`config.mk`:
```
export PLATFORM = sky130hd
export DESIGN_NAME = ccc_lock_reset_sequencer
export DESIGN_NICKNAME = d
export VERILOG_FILES = /design/src/rtl/ccc_lock_reset_sequencer_pkg.sv /design/src/rtl/ccc_lock_reset_sequencer_lock_sync.sv /design/src/rtl/ccc_lock_reset_sequencer.sv
export SDC_FILE = /design/constraint.sdc
export NUM_CORES = 1
export LEC_CHECK = 0
export CORE_MARGIN = 2
export CORE_UTILIZATION = 40
export CTS_CLUSTER_DIAMETER = 50
export CTS_CLUSTER_SIZE = 25
export DETAILED_ROUTE_END_ITERATION = 10
export GPL_TIMING_DRIVEN = 0
export PLACE_DENSITY_LB_ADDON = 0.15
export SYNTH_ARGS = -nofsm -noshare
export SYNTH_HDL_FRONTEND = slang
export SYNTH_SLANG_ARGS = --single-unit
```
`constraint.sdc`:
```
create_clock -name i_clk -period 2.65 [get_ports i_clk]
set_input_delay 0.265 -clock i_clk [delete_from_list [all_inputs] [get_ports i_clk]]
set_output_delay 0.265 -clock i_clk [all_outputs]
set_load 0.05 [all_outputs]
```
`src/rtl/ccc_lock_reset_sequencer_pkg.sv`:
```
// Shared definitions for the RC oscillator -> CCC PLL reset sequencer.
// Contents:
//   ccc_state_e       3-bit state encoding, also driven on the STATE debug port
//   DEF_*             default cycle constants for the sequencer parameters
//   ccc_clog2         ceil(log2(value)), used to size counters
//   ccc_retry_w       width of the retry counter (never below 1)
//   ccc_max5          maximum of five cycle parameters
package ccc_lock_reset_sequencer_pkg;

  typedef enum logic [2:0] {
    ST_SETTLE    = 3'd0,
    ST_PLL_RST   = 3'd1,
    ST_WAIT_LOCK = 3'd2,
    ST_STABLE    = 3'd3,
    ST_FABRIC    = 3'd4,
    ST_RUN       = 3'd5,
    ST_FAULT     = 3'd6
  } ccc_state_e;

  localparam int DEF_SETTLE_CYCLES       = 256;
  localparam int DEF_PLL_RST_CYCLES      = 16;
  localparam int DEF_LOCK_STABLE_CYCLES  = 1024;
  localparam int DEF_LOCK_TIMEOUT_CYCLES = 65536;
  localparam int DEF_CORE_DELAY_CYCLES   = 32;
  localparam int DEF_MAX_RETRY           = 3;

  function automatic int ccc_clog2(input int value);
    int result;
    result = 0;
    while ((longint'(1) << result) < longint'(value)) begin
      result++;
    end
    return result;
  endfunction

  function automatic int ccc_retry_w(input int max_retry);
    return (ccc_clog2(max_retry + 1) < 1) ? 1 : ccc_clog2(max_retry + 1);
  endfunction

  function automatic int ccc_max5(input int a, input int b, input int c,
                                  input int d, input int e);
    int m;
    m = a;
    if (b > m) m = b;
    if (c > m) m = c;
    if (d > m) m = d;
    if (e > m) m = e;
    return m;
  endfunction

endpackage

```
`src/rtl/ccc_lock_reset_sequencer_lock_sync.sv`:
```
// lock_sync: two-flop synchroniser for an asynchronous status input.
// Both flops reset asynchronously to 0, so a status input reads as "not
// asserted" until two clean edges have passed after reset release.
// Ports:
//   i_clk    sampling clock
//   i_rst    asynchronous active-high reset
//   i_async  asynchronous status input
//   o_sync   synchronised copy (two-cycle latency)
module lock_sync (
  input  logic i_clk,
  input  logic i_rst,
  input  logic i_async,
  output logic o_sync
);

  logic r_meta;
  logic r_sync;

  always_ff @(posedge i_clk or posedge i_rst) begin
    if (i_rst) begin
      r_meta <= 1'b0;
      r_sync <= 1'b0;
    end else begin
      r_meta <= i_async;
      r_sync <= r_meta;
    end
  end

  assign o_sync = r_sync;

endmodule

```
`src/rtl/ccc_lock_reset_sequencer.sv`:
```
// ccc_lock_reset_sequencer: power-up and lock-recovery sequencer for the
// RC oscillator -> CCC PLL clock path. Holds the PLL in reset while the
// oscillator settles, waits for a stable lock (with per-attempt timeout and
// bounded retries), then releases fabric and core resets in order.
// Ports:
//   i_clk             RC oscillator clock (only clock)
//   i_reset           asynchronous active-high reset (POR/device init)
//   i_pll_lock        CCC lock, asynchronous to i_clk
//   i_soft_restart    single-cycle restart request
//   o_ccc_pll_arst_n  PLL reset, active-low
//   o_fabric_reset_n  peripheral reset, active-low
//   o_core_reset_n    CPU reset, active-low
//   o_ready           high only in RUN
//   o_fault           high only in FAULT
//   o_retry_count     timeout retries used in the current sequence
//   o_state           debug state code (ccc_state_e)
module ccc_lock_reset_sequencer
  import ccc_lock_reset_sequencer_pkg::*;
#(
  parameter int SETTLE_CYCLES       = DEF_SETTLE_CYCLES,
  parameter int PLL_RST_CYCLES      = DEF_PLL_RST_CYCLES,
  parameter int LOCK_STABLE_CYCLES  = DEF_LOCK_STABLE_CYCLES,
  parameter int LOCK_TIMEOUT_CYCLES = DEF_LOCK_TIMEOUT_CYCLES,
  parameter int CORE_DELAY_CYCLES   = DEF_CORE_DELAY_CYCLES,
  parameter int MAX_RETRY           = DEF_MAX_RETRY
) (
  input  logic                                i_clk,
  input  logic                                i_reset,
  input  logic                                i_pll_lock,
  input  logic                                i_soft_restart,
  output logic                                o_ccc_pll_arst_n,
  output logic                                o_fabric_reset_n,
  output logic                                o_core_reset_n,
  output logic                                o_ready,
  output logic                                o_fault,
  output logic [ccc_retry_w(MAX_RETRY)-1:0]   o_retry_count,
  output logic [2:0]                          o_state
);

  localparam int CNT_W   = ccc_clog2(ccc_max5(SETTLE_CYCLES, PLL_RST_CYCLES,
                                              LOCK_STABLE_CYCLES, LOCK_TIMEOUT_CYCLES,
                                              CORE_DELAY_CYCLES) + 1);
  localparam int RETRY_W = ccc_retry_w(MAX_RETRY);

  // Counters are loaded with N-1 on entry and the exit fires when they read
  // 0, so a state entered at edge e leaves at edge e+N.
  localparam logic [CNT_W-1:0]   L_SETTLE  = CNT_W'(SETTLE_CYCLES - 1);
  localparam logic [CNT_W-1:0]   L_PLL_RST = CNT_W'(PLL_RST_CYCLES - 1);
  localparam logic [CNT_W-1:0]   L_STABLE  = CNT_W'(LOCK_STABLE_CYCLES - 1);
  localparam logic [CNT_W-1:0]   L_TIMEOUT = CNT_W'(LOCK_TIMEOUT_CYCLES - 1);
  localparam logic [CNT_W-1:0]   L_CORE    = CNT_W'(CORE_DELAY_CYCLES - 1);
  localparam logic [RETRY_W-1:0] L_MAX_RETRY = RETRY_W'(MAX_RETRY);

  logic w_lock_s;

  lock_sync u_lock_sync (
    .i_clk   (i_clk),
    .i_rst   (i_reset),
    .i_async (i_pll_lock),
    .o_sync  (w_lock_s)
  );

  ccc_state_e         r_state, w_next_state;
  logic [CNT_W-1:0]   r_phase, w_phase_next;
  logic [CNT_W-1:0]   r_timeout, w_timeout_next;
  logic [RETRY_W-1:0] r_retry, w_retry_next;
  logic               w_in_lock_wait;
  logic               r_arst_n, r_fabric_n, r_core_n, r_ready, r_fault;
  logic               w_arst_n_next, w_fabric_n_next, w_core_n_next;
  logic               w_ready_next, w_fault_next;

  assign w_in_lock_wait = (r_state == ST_WAIT_LOCK) || (r_state == ST_STABLE);

  always_comb begin
    w_next_state   = r_state;
    w_phase_next   = (r_phase == '0) ? '0 : r_phase - CNT_W'(1);
    w_timeout_next = r_timeout;
    w_retry_next   = r_retry;

    if (w_in_lock_wait && (r_timeout != '0)) begin
      w_timeout_next = r_timeout - CNT_W'(1);
    end

    if (i_soft_restart && (r_state != ST_SETTLE)) begin
      w_next_state = ST_PLL_RST;
      w_phase_next = L_PLL_RST;
      w_retry_next = '0;
    end else if (w_in_lock_wait && (r_timeout == '0)) begin
      if (r_retry == L_MAX_RETRY) begin
        w_next_state = ST_FAULT;
      end else begin
        w_next_state = ST_PLL_RST;
        w_phase_next = L_PLL_RST;
        w_retry_next = r_retry + RETRY_W'(1);
      end
    end else begin
      unique case (r_state)
        ST_SETTLE: begin
          if (r_phase == '0) begin
            w_next_state = ST_PLL_RST;
            w_phase_next = L_PLL_RST;
          end
        end
        ST_PLL_RST: begin
          if (r_phase == '0) begin
            w_next_state   = ST_WAIT_LOCK;
            w_timeout_next = L_TIMEOUT;
          end
        end
        ST_WAIT_LOCK: begin
          if (w_lock_s) begin
            w_next_state = ST_STABLE;
            w_phase_next = L_STABLE;
          end
        end
        ST_STABLE: begin
          // A low lock sample on the last stable cycle still counts as lost.
          if (!w_lock_s) begin
            w_next_state = ST_WAIT_LOCK;
          end else if (r_phase == '0) begin
            w_next_state = ST_FABRIC;
            w_phase_next = L_CORE;
          end
        end
        ST_FABRIC: begin
          if (!w_lock_s) begin
            w_next_state = ST_PLL_RST;
            w_phase_next = L_PLL_RST;
          end else if (r_phase == '0) begin
            w_next_state = ST_RUN;
            w_retry_next = '0;
          end
        end
        ST_RUN: begin
          if (!w_lock_s) begin
            w_next_state = ST_PLL_RST;
            w_phase_next = L_PLL_RST;
          end
        end
        ST_FAULT: begin
          w_next_state = ST_FAULT;
        end
        default: begin
          w_next_state = ST_SETTLE;
          w_phase_next = L_SETTLE;
        end
      endcase
    end

    // Outputs are decoded from the next state and registered alongside it.
    w_arst_n_next   = !((w_next_state == ST_SETTLE) || (w_next_state == ST_PLL_RST) ||
                        (w_next_state == ST_FAULT));
    w_fabric_n_next = (w_next_state == ST_FABRIC) || (w_next_state == ST_RUN);
    w_core_n_next   = (w_next_state == ST_RUN);
    w_ready_next    = (w_next_state == ST_RUN);
    w_fault_next    = (w_next_state == ST_FAULT);
  end

  always_ff @(posedge i_clk or posedge i_reset) begin
    if (i_reset) begin
      r_state    <= ST_SETTLE;
      r_phase    <= L_SETTLE;
      r_timeout  <= '0;
      r_retry    <= '0;
      r_arst_n   <= 1'b0;
      r_fabric_n <= 1'b0;
      r_core_n   <= 1'b0;
      r_ready    <= 1'b0;
      r_fault    <= 1'b0;
    end else begin
      r_state    <= w_next_state;
      r_phase    <= w_phase_next;
      r_timeout  <= w_timeout_next;
      r_retry    <= w_retry_next;
      r_arst_n   <= w_arst_n_next;
      r_fabric_n <= w_fabric_n_next;
      r_core_n   <= w_core_n_next;
      r_ready    <= w_ready_next;
      r_fault    <= w_fault_next;
    end
  end

  assign o_ccc_pll_arst_n = r_arst_n;
  assign o_fabric_reset_n = r_fabric_n;
  assign o_core_reset_n   = r_core_n;
  assign o_ready          = r_ready;
  assign o_fault          = r_fault;
  assign o_retry_count    = r_retry;
  assign o_state          = r_state;

endmodule

```
**Yosys cells after proc, flatten, opt, wreduce, memory -nomap -nowiden**

Cells that the tools add are included.

- Flip-flop bits (word level): 45

- Add/subtract/negate cells: 3
- Equality and inequality tests: 12
- Muxes and demuxes: 33
- Reduce and logical (&&, ||, !) cells: 20

Operators with widths:

| kind | number |
|---|---|
| $mux 17 | 14 |
| $pmux 17 s5 | 1 |
| $logic_not 17->1 | 2 |
| $sub 17x1->17 const B | 2 |
| $mux 3 | 11 |
| $pmux 3 s7 | 1 |
| $eq 3x3->1 const B | 6 |
| $reduce_bool 17->1 | 1 |
| $mux 2 | 6 |
| $reduce_bool 3->1 | 4 |
| $eq 3x1->1 const B | 2 |
| $eq 3x2->1 const B | 2 |
| $logic_not 3->1 | 2 |
| $logic_or 1x1->1 | 4 |
| $reduce_and 4->1 | 1 |
| $reduce_or 2->1 | 2 |
| $logic_and 1x1->1 | 3 |
| $ne 3x3->1 const B | 1 |
| $add 2x1->2 const B | 1 |
| $eq 2x2->1 const B | 1 |
| $logic_not 1->1 | 1 |

**Longest topological paths before layout**

- Depth in word-level cells: 10
- Depth in mapped cells: 10
- Mapped depth without buffers: 7

**Hierarchy**

Synthesis repeated with hierarchy kept, for this count alone.

- Cell total of the unflattened synthesis: 283
- Area total of the unflattened synthesis: 2,580.0 sq um

By module, submodules not included:

| module | times used | cells each | area each (sq um) |
|---|---|---|---|
| ccc_lock_reset_sequencer | 1 | 280 | 2,526.2 |
| lock_sync | 1 | 3 | 53.8 |

**Worst setup path before layout**

Ideal clock, no wire load.

- Kind: register -> register
- From: register r_timeout[0]
- To: register r_retry[0] (netlist: o_retry_count[0])
- Library setup time: 74 ps
- Data arrival time: 2,570 ps
- Setup slack: 6 ps
- Stages on the path, launching flop included: 10
- Buffers on the path: 2
- Path through: dfrtp_1 inv_1 ha_1 or4b_1 or4_1 buf_2 or4_1 buf_2 or3_1 o21ai_2

- Longest elaborated chain between the ends: 4
- Elaborated cells on any way between the ends: 9
- Those cells by class: eq/ne (1); mux (2); reduce/logical (6)

Ends and longest elaborated chain:

| element | RTL line | source |
|---|---|---|
| start: declaration | ccc_lock_reset_sequencer.sv:65 | `logic [CNT_W-1:0] r_timeout, w_timeout_next;` |
| start signal: assignment | ccc_lock_reset_sequencer.sv:173 | `r_timeout <= w_timeout_next;` |
| $logic_not 17->1 * | ccc_lock_reset_sequencer.sv:88 | `end else if (w_in_lock_wait && (r_timeout == '0)) begin` |
| $logic_and 1x1->1 * | ccc_lock_reset_sequencer.sv:88 |  |
| $ne 3x3->1 (no line), or another cell as far along | - |  |
| $reduce_and 4->1 (no line) or $mux 2 (tied branches) | - |  |
| end signal: assignment | ccc_lock_reset_sequencer.sv:174 | `r_retry <= w_retry_next;` |
| end: declaration | ccc_lock_reset_sequencer.sv:66 | `logic [RETRY_W-1:0] r_retry, w_retry_next;` |

Every way passes the cells marked *; elsewhere a longest branch is shown, timed or not.
A chain may end at the register's enable or synchronous reset.

**Worst setup path after layout**

- From: register r_timeout[1]
- To: register r_retry[0] (netlist: o_retry_count[0])

Same word-level chain as after synthesis.

==> flow_metrics.py <==
metrics = {
    "die": {
        "placementRows": 29,
        "starting_utilization_of_the_core_area_pct": 41.0,
        "chipWidth_um": 84.3,
        "core_area_sq_um": 6280,
        "die_height_um": 84.3,
        "fp.dieArea_sq_um": 7100,
        "num_io_pins": 14,
    },
    "sta": {
        "period_share_pct": 100,
        "hold_vio_cnt_final": 0,
        "setup_viol_count_final": 1,
        "finalWorstPathRequiredPeriod_ns": 2.66,
        "slew_headroom_pct": 54.4,
        "fin_clk_skew_ns": 0.0101,
        "rsz0062_at_grt": "true",
        "layout_setup_ws_ns": -0.0117,
        "worst_pin_slew_ns": 0.683,
        "tns_ns": -0.0117,
        "timing.fmax_mhz": 376,
        "drv_slew": 0,
        "finalHoldWorstSlack_ns": 0.319,
    },
    "cts": {
        "clk_path_buf_depth": 2,
        "htree_num_levels": 2,
        "clock-root-buffer": "sky130_fd_sc_hd__clkbuf_8",
        "post_cts_hold_buffer_count": 0,
        "cts-buffers-inserted": 5,
        "worstSkewPairLatency_ns": 0.30,
        "cts.reportedPaths.clkPinSlew_ns": 0.09,
        "tritoncts_num_sinks": 45,
        "tritoncts": "yes",
    },
    "logic_synthesis": {
        "syn_nets": 290,
        "synth.lib_cells_used.distinct": 54,
        "synth.cell_area_sq_um": 2580,
        "yosysTopAreaCellShare_pct": 35.9,
        "post_synth_inst_count": 282,
        "yosys_most_used_dff": "sky130_fd_sc_hd__dfrtp_1",
        "post_synth_main_area_contributors": "sky130_fd_sc_hd__dfrtp_1 (36%), sky130_fd_sc_hd__dfstp_2 (8.2%), sky130_fd_sc_hd__xnor2_1 (5.8%), sky130_fd_sc_hd__nand2_1 (5.0%), sky130_fd_sc_hd__xor2_1 (4.1%)",
        "share_of_synthesized_registers_carrying_an_async_set_or_reset_pct": 100,
        "synth_enable_flop_cells": 0,
        "ys_ff_latch": 45,
        "synth_top_cell_by_area": "sky130_fd_sc_hd__dfrtp_1",
        "synth.yosys.seq_area_share_pct": 44.1,
        "ys_warn_count": 0,
        "syn_avg_cell_area_sq_um": 9.14,
    },
    "layout": {
        "finalNetCount": 318,
        "fillerInstances": 609,
        "final_layout_size_suffix_gt1_share_pct": 17.7,
        "mostFrequentLayoutCell": "sky130_fd_sc_hd__dfrtp_1",
        "top_library_cells_by_usage_in_the_layout_fill_and_taps_aside": "sky130_fd_sc_hd__dfrtp_1 (37), sky130_fd_sc_hd__nand2_1 (34), sky130_fd_sc_hd__nor2_1 (25), sky130_fd_sc_hd__xnor2_1 (17), sky130_fd_sc_hd__clkdlybuf4s50_1 (13)",
        "antenna_cells": 0,
        "multi_input_comb_area_sq_um": 1430,
        "finish.cell_count_without_fillers": 388,
        "final_area_sq_um": 3120,
        "layout-area-overhead-vs-synth_pct": 21.1,
        "register_area_sq_um": 1140,
        "post-route-util_pct": 49.7,
    },
    "routing": {
        "total_met2_wirelength_after_detailed_routing_um": 3030,
        "ant_nets": 0,
        "post_drt_via_cell_ratio": 5.61,
        "initialDrtViolationCount": 137,
        "m1WireLength_um": 2820,
        "route.final.wire_length_um": 6170,
        "met3_wirelength_um": 204,
        "drt_first_pass_iters": 4,
        "uppermost_layer_routed": "met4",
        "wl_per_cell_um": 15.9,
        "drc_violations_left": 0,
        "via_count": 2177,
    },
    "place": {
        "hpwl_um": 4390,
        "placement.setup.worst_slack_ns": -0.526,
        "postPlaceCellArea_sq_um": 2830,
        "routabilityCongestion": 0.910,
        "port-buffer-count": 13,
        "dp.cells": 373,
    },
    "power": {
        "post-layout-total-power_mw": 1.77,
        "power.net_switching_mw": 0.494,
        "comb_power_share_pct": 19.6,
        "seq_power_share_pct": 45.1,
        "leakagePower_nw": 1.17,
        "pwr_density_cell_nw_per_um2": 567,
        "sw_frac_of_total_pct": 27.9,
        "power_share_of_the_clock_group_pct": 35.3,
        "irDropWorstVdd_mv": 0.388,
        "design_internal_power_mw": 1.28,
    },
    "grt": {
        "grt_pass1_wl_um": 10500,
        "antenna_found_initial": 0,
        "number_of_global_route_vias_before_repair": 2202,
        "maximum_number_of_pins_on_one_net_before_global_route_repair": 24,
        "overflow": 0,
        "grt_util_all_layers_pct": 18.4,
    },
    "setup_path": {
        "cp-end-kind": "flop",
        "largest_fanout_of_any_net_on_the_critical_path": 5,
        "required_ns": 2.88,
        "setup.worst_path.class": "reg -> reg",
        "setup.worst_path.start_class": "flop",
        "arrival_ns": 2.89,
    },
    "job": {
        "max_cap_violations": 0,
    },
    "status": {
        "outcome": "finished, violations left",
        "failed_checks": "negative setup slack",
    },
    "min_path": {
        "hold_path.class": "in -> async",
    },
}
power groups by stage:
| stage | clock, mW | combinational (mW) | sequential, mW |
|---|---|---|---|
| floorplan | 0 | 0.215 | 0.811 |
| global placement | 0 | 0.283 | 0.817 |
| detailed placement | 0 | 0.290 | 0.819 |
| CTS | 0.642 | 0.334 | 0.798 |
| global route | 0.667 | 0.388 | 0.806 |
| finish | 0.624 | 0.347 | 0.798 |
Yosys cell counts (all sizes together), types with 2 or more instances:
library cell	n
dfrtp	37
nand2	34
nor2	26
xnor2	17
clkbuf	13
o21ai	13
xor2	12
nor4	10
inv	9
a21oi	8
dfstp	8
nor3	8
nand3	6
a2111oi	5
nand2b	5
o22ai	5
or3	5
or4	5
a31oi	4
ha	4
nand4	4
o31ai	4
buf	3
nand4b	3
nor3b	3
a21boi	2
a221oi	2
a22oi	2
and3	2
nand3b	2
or2	2
routing by layer:
metal | vias up | global-route usage (%)
li1 | 1074 | -
met1 | 1048 | 24.3
met2 | 43 | 30.2
met3 | 12 | 3.44
met4 | 0 | 6.45
met5 | - | 0
kinds of logic (layout without fill, tap and decap cells):
family,count (synthesis),count (layout),synth area share (%)
compound gates,56,56,15.0
xor+xnor,29,29,9.86
fa+ha+maj,4,4,1.94
buf+inv,25,54,3.89
flops,45,45,44.1
mux,1,1,0.437
simple gates,122,122,24.8
state kept, by name, summed over array words and instances (netlist names):
| name | count |
|---|---|
| o_state | 3 |
| u_lock_sync.r_meta | 1 |
| o_ready | 1 |
| o_fault | 1 |
| o_fabric_reset_n | 1 |
| u_lock_sync.o_sync | 1 |
| r_phase | 17 |
| o_ccc_pll_arst_n | 1 |
| r_timeout | 17 |
| o_retry_count | 2 |
what timing repair did:
item	CTS	global route
pin swaps	2	3
gates resized for setup	19	10
endpoints found under the setup margin	39	34
buffers inserted	5	5
path summary, 6_finish.rpt:
path | startpoint | slack (ns) | cells past startpoint | to
setup / recovery | r_timeout[1]$_DFF_PP0_ | -0.01 | 7 | o_retry_count[0]$_DFFE_PP0P_
hold / removal | i_reset | 0.32 | 2 | r_phase[8]$_DFF_PP0_
setup reg to reg | r_timeout[1]$_DFF_PP0_ | -0.01 | 7 | o_retry_count[0]$_DFFE_PP0P_
hold reg to reg | u_lock_sync.r_meta$_DFF_PP0_ | 0.36 | 0 | u_lock_sync.o_sync$_DFF_PP0_
max in group asynchronous | i_reset | 1.85 | 3 | r_timeout[3]$_DFF_PP0_
min in group i_clk | u_lock_sync.r_meta$_DFF_PP0_ | 0.36 | 0 | u_lock_sync.o_sync$_DFF_PP0_
area by class of cell:
class / instances / area share, %
timing repair buffer: 24 / 7.46
sequential: 45 / 36.4
tap: 77 / 3.09
clock buffer: 5 / 2.21
buffer: 13 / 1.81
multi-input combinational: 212 / 45.7
clock inverter: 3 / 2.21
inverter: 9 / 1.08
critical path, stage by stage, from the launching register on:
cell	delay, ns
sky130_fd_sc_hd__dfrtp_1	0.40
sky130_fd_sc_hd__inv_2	0.09
sky130_fd_sc_hd__ha_4	0.14
sky130_fd_sc_hd__or4b_4	0.46
sky130_fd_sc_hd__or4_4	0.45
sky130_fd_sc_hd__or4_4	0.59
sky130_fd_sc_hd__or3_4	0.40
sky130_fd_sc_hd__o21ai_2	0.06
No activity file was read; power rests on OpenSTA's default activity.
